<file path="config.mk">
export PLATFORM = sky130hd
export DESIGN_NAME = vram_arbiter
export DESIGN_NICKNAME = d
export VERILOG_FILES = /design/src/rtl/vram_arbiter.sv
export SDC_FILE = /design/constraint.sdc
export NUM_CORES = 1
export LEC_CHECK = 0
export CAP_MARGIN = 25
export CORE_UTILIZATION = 37
export DETAILED_ROUTE_END_ITERATION = 6
export PLACE_DENSITY = 0.84
export SLEW_MARGIN = 5
export SYNTH_ARGS = -nofsm -noshare
export SYNTH_HDL_FRONTEND = slang
export SYNTH_SLANG_ARGS = --single-unit
</file>
<file path="constraint.sdc">
create_clock -name clk -period 2.8 [get_ports clk]
set_clock_uncertainty 0.1 [all_clocks]
set_input_delay 0.28 -clock clk [delete_from_list [all_inputs] [get_ports clk]]
set_output_delay 0.28 -clock clk [all_outputs]
set_load 0.03 [all_outputs]
</file>
<file path="src/rtl/vram_arbiter.sv">
// vram_arbiter: shares the single-port video RAM between the Hack CPU
// and the video scanout reader (req/ack reads, bounded latency).
module vram_arbiter #(
  parameter int ADDR_WIDTH   = 13,
  parameter int DATA_WIDTH   = 16,
  parameter int DRAIN_CYCLES = 2
) (
  input  logic                  clk,
  input  logic                  reset_n,
  input  logic                  cpu_sel,
  input  logic [ADDR_WIDTH-1:0] cpu_addr,
  input  logic                  cpu_we,
  input  logic [DATA_WIDTH-1:0] cpu_wdata,
  output logic                  cpu_busy,
  output logic [DATA_WIDTH-1:0] cpu_rdata,
  input  logic                  vid_req,
  input  logic [ADDR_WIDTH-1:0] vid_addr,
  output logic                  vid_ack,
  output logic                  vid_valid,
  output logic [DATA_WIDTH-1:0] vid_rdata,
  output logic [ADDR_WIDTH-1:0] ram_addr,
  output logic                  ram_we,
  output logic [DATA_WIDTH-1:0] ram_wdata,
  input  logic [DATA_WIDTH-1:0] ram_rdata
);

  localparam int CW = (DRAIN_CYCLES > 1) ? $clog2(DRAIN_CYCLES) : 1;
  localparam logic [CW-1:0] CNT_LOAD = CW'(DRAIN_CYCLES - 1);

  typedef enum logic [1:0] {
    S_IDLE,
    S_DRAIN,
    S_VID_RD
  } state_e;

  state_e                state_q, state_d;
  logic [CW-1:0]         cnt_q, cnt_d;
  logic                  busy_q, busy_d;
  logic                  ack_q, ack_d;
  logic                  vvalid_q, vvalid_d;
  logic                  cpu_cap_q, cpu_cap_d;
  logic [DATA_WIDTH-1:0] cpu_rdata_q, cpu_rdata_d;
  logic [DATA_WIDTH-1:0] vid_rdata_q, vid_rdata_d;

  always_comb begin
    state_d     = state_q;
    cnt_d       = cnt_q;
    cpu_rdata_d = cpu_rdata_q;
    vid_rdata_d = vid_rdata_q;
    cpu_cap_d   = cpu_sel & (state_q != S_VID_RD);
    vvalid_d    = (state_q == S_VID_RD);
    if (cpu_cap_q) cpu_rdata_d = ram_rdata;
    if (vvalid_q) vid_rdata_d = ram_rdata;
    unique case (state_q)
      S_IDLE: begin
        if (vid_req) begin
          state_d = S_DRAIN;
          cnt_d   = CNT_LOAD;
        end
      end
      S_DRAIN: begin
        if (cnt_q == '0) state_d = S_VID_RD;
        else cnt_d = cnt_q - CW'(1);
      end
      S_VID_RD: state_d = S_IDLE;
      default:  state_d = S_IDLE;
    endcase
    // status flags follow the next state so they come straight off flops
    busy_d = (state_d != S_IDLE);
    ack_d  = (state_d == S_VID_RD);
  end

  always_ff @(posedge clk or negedge reset_n) begin
    if (!reset_n) begin
      state_q     <= S_IDLE;
      cnt_q       <= '0;
      busy_q      <= 1'b0;
      ack_q       <= 1'b0;
      vvalid_q    <= 1'b0;
      cpu_cap_q   <= 1'b0;
      cpu_rdata_q <= '0;
      vid_rdata_q <= '0;
    end else begin
      state_q     <= state_d;
      cnt_q       <= cnt_d;
      busy_q      <= busy_d;
      ack_q       <= ack_d;
      vvalid_q    <= vvalid_d;
      cpu_cap_q   <= cpu_cap_d;
      cpu_rdata_q <= cpu_rdata_d;
      vid_rdata_q <= vid_rdata_d;
    end
  end

  assign cpu_busy  = busy_q;
  assign vid_ack   = ack_q;
  assign vid_valid = vvalid_q;
  assign cpu_rdata = cpu_rdata_q;
  // RAM word arrives during the valid pulse; bypass it so data and valid align
  assign vid_rdata = vvalid_q ? ram_rdata : vid_rdata_q;

  assign ram_addr  = (state_q == S_VID_RD) ? vid_addr : cpu_addr;
  assign ram_we    = reset_n & cpu_we & cpu_sel & (state_q == S_IDLE);
  assign ram_wdata = cpu_wdata;

endmodule

</file>
==> results.toml <==
[status]
status = "finished with violations"
violations = "DRC"

[placement]
dp_cells = 247
place_congestion = 0.739
io_buffers = 95
hpwl_um = 3020

[timing]
hold_violations = 0
setup_violations = 0
finalMaxSlewViolations = 0
fmax_ghz = 0.384
min_period_over_period_pct = 92.9
min_period_ns = 2.60
slew_headroom_pct = 52.8
finalSetupTns_ns = 0
tightestPinTransition_ns = 0.707
grt_setup_unrepaired = "no"

[critical_path]
critPathBufInv = 2
startpoint_type = "register"
endpoint_kind = "output port"
r2r-start = "cpu_cap_q"
critical_path.slowest_cell = "clkdlybuf4s50_1"
criticalPathCategory = "reg2out"
slowest_delay_ns = 0.60
cp.arrival_ns = 2.22
r2r_cells = 1
crit_chain = "nor2b_2 > buf_4 > mux2_4 > clkdlybuf4s50_1"
crit_family = "buffers and inverters"
cp_data_required_time_ns = 2.42
rrSetupSlack_ns = 1.37
crit_path_max_fanout = 10
timing.rr.end = "cpu_rdata[10]"

[drt]
avgRoutedWirePerCell_um = 15.3
route.detailed.drc = 7
first_pass_iters = 7
drtAntennaViolNets = 0
viasPerCell = 4.85
vias = 1236
dr.first_iter.drc_count = 35
wl_um = 3900

[worst_hold_path]
hold_path.class = "reg2reg"
min_path_cells = 1
holdPathEnd = "vid_rdata_q[15]"
min-delay-start = "vid_rdata_q[15]"

[synth]
synthesis.nets = 182
seq_area_frac_synth_pct = 55.2
syn_area_per_cell_um2 = 14.9
synthCells = 119
syn_area_um2 = 1770
ys.warnings.count = 0
synth.distinct_cells = 16
synth_seq_cells = 39

[floorplanning]
core_um2 = 4470
die_x_um = 71.1
initial_utilization_pct = 39.5
dieArea_um2 = 5060
dieHeight_um = 71.1
top_level_ports = 128
core.rowCount = 24

[global_routing]
overflow = 0
met2_usage_pct = 30.7
grt_antenna_before_repair = 0
met1_usage_pct = 16.6
grt_pass1_wl_um = 6220
grt_pass1_vias = 1388
top_usage_layer = "met2"
grt_usage_pct = 16.3
grt_max_degree = 40
use_met3_pct = 6.27

[power_and_ir_drop]
vdd_drop_max_uv = 419
p_leak_uw = 0.00113
power_uw = 3060
powerDensity_nw_per_um2 = 1120

[final_layout]
drive_gt1_share_pct = 28.1
fin_nets = 266
n_antenna_cell = 0
instances_no_fill = 255
final_core_util_pct = 61.0
areaGrowthSynthToFinish_pct = 54.3

[clocking]
cts_sinks = 39
insertion_delay_ns = 0.28
cts_buffers = 5
cts_root_buffer = "clkbuf_8"
clk_pin_slew_ns = 0.07
cts_max_path_buffers = 2
htreeDepth = 2
cts_tree = "built"

[job]
max-cap-violations = 0
## registers in the layout, summed over array words and instances, names as in the netlist
register,cells
cpu_rdata,16
cpu_cap_q,1
vid_rdata_q,16
vid_ack,1
cnt_q,1
vid_valid,1
state_q,2
cpu_busy,1
## synthesized netlist by cell type
master	n	area share [%]
buf_2	4	1.1
buf_6	1	0.64
and2b_1	1	0.42
mux2i_1	1	0.57
nor2_1	4	0.85
a2bb2oi_1	1	0.50
nand4b_1	1	0.50
nor3b_1	2	0.85
mux2_4	8	6.8
inv_1	1	0.21
buf_4	16	6.8
dfrtp_1	39	55
nor2b_2	1	0.50
buf_12	1	1.1
nor2b_1	1	0.35
mux2_2	37	24
## per-layer routing
metal / vias to the layer above / part of all wire [%]
li1: 554 / -
met1: 595 / 37
met2: 71 / 52
met3: 16 / 9.7
met4: 0 / 1.5
met5: - / 0
## cell type report
type / instances / area (um^2)
fillers: 363 / 1750
repair buffers: 99 / 978
flip-flops and latches: 39 / 976
multi-input cells: 57 / 617
clock buffers: 6 / 82.6
well taps: 52 / 65.1
clock inverters: 1 / 5.00
inverters: 1 / 3.75
## repair_timing
action | in CTS | in global routing
setup buffers | 0 | 0
resized for setup | 0 | 0
hold buffers | 1 | 0
hold endpoints to repair | 39 | 0
## worst max path at each step
| stage | start | to | slack, ns | depth (start not counted) |
|---|---|---|---|---|
| after floorplan | vid_valid | vid_rdata[10] | 1.04 | 3 |
| after global placement | state_q[1] | ram_addr[5] | 0.52 | 4 |
| after detailed placement | state_q[1] | ram_addr[0] | 0.50 | 4 |
| after CTS | state_q[1] | ram_addr[0] | 0.18 | 4 |
| after global routing | state_q[1] | ram_addr[3] | 0.03 | 4 |
| final | state_q[1] | ram_addr[0] | 0.20 | 4 |
## stage by stage
stage,worst slack (ns),hold slack (ns),instance area [um^2]
after floorplan,1.04,-0.116,1770
after global placement,0.519,0.282,2630
after global routing,0.0333,0.409,2730
after CTS,0.176,0.400,2730
final,0.198,0.395,2730
after detailed placement,0.497,0.282,2630
## cells in the final DEF, fill, tap and decap left out
cell	Yosys	routed
nor2_1	4	4
mux2i_1	1	1
clkdlybuf4s50_1	0	94
nor2b_1	1	1
clkbuf_8	0	6
nor3b_1	2	2
nand4b_1	1	1
clkinv_2	0	1
inv_1	1	1
and2b_1	1	1
mux2_4	8	8
mux2_2	37	37
a2bb2oi_1	1	1
buf_2	4	1
buf_4	16	3
dfrtp_1	39	39
nor2b_2	1	1
dlygate4sd3_1	0	1
## power by group
group	switching, uW	internal [uW]	total (uW)
registers	120	797	917
clock network	173	193	366
logic	919	856	1780
total	1210	1850	3060
## cells by family (layout without fill, tap and decap cells)
group | after synthesis | after routing | share of synthesized area [%]
AND/OR/NAND/NOR | 10 | 10 | 3.47
buffers and inverters | 23 | 107 | 9.91
flip-flops | 39 | 39 | 55.2
AO/OA/AOI/OAI | 1 | 1 | 0.495
multiplexers | 46 | 46 | 30.9
Power figures use the tool's default switching activity.
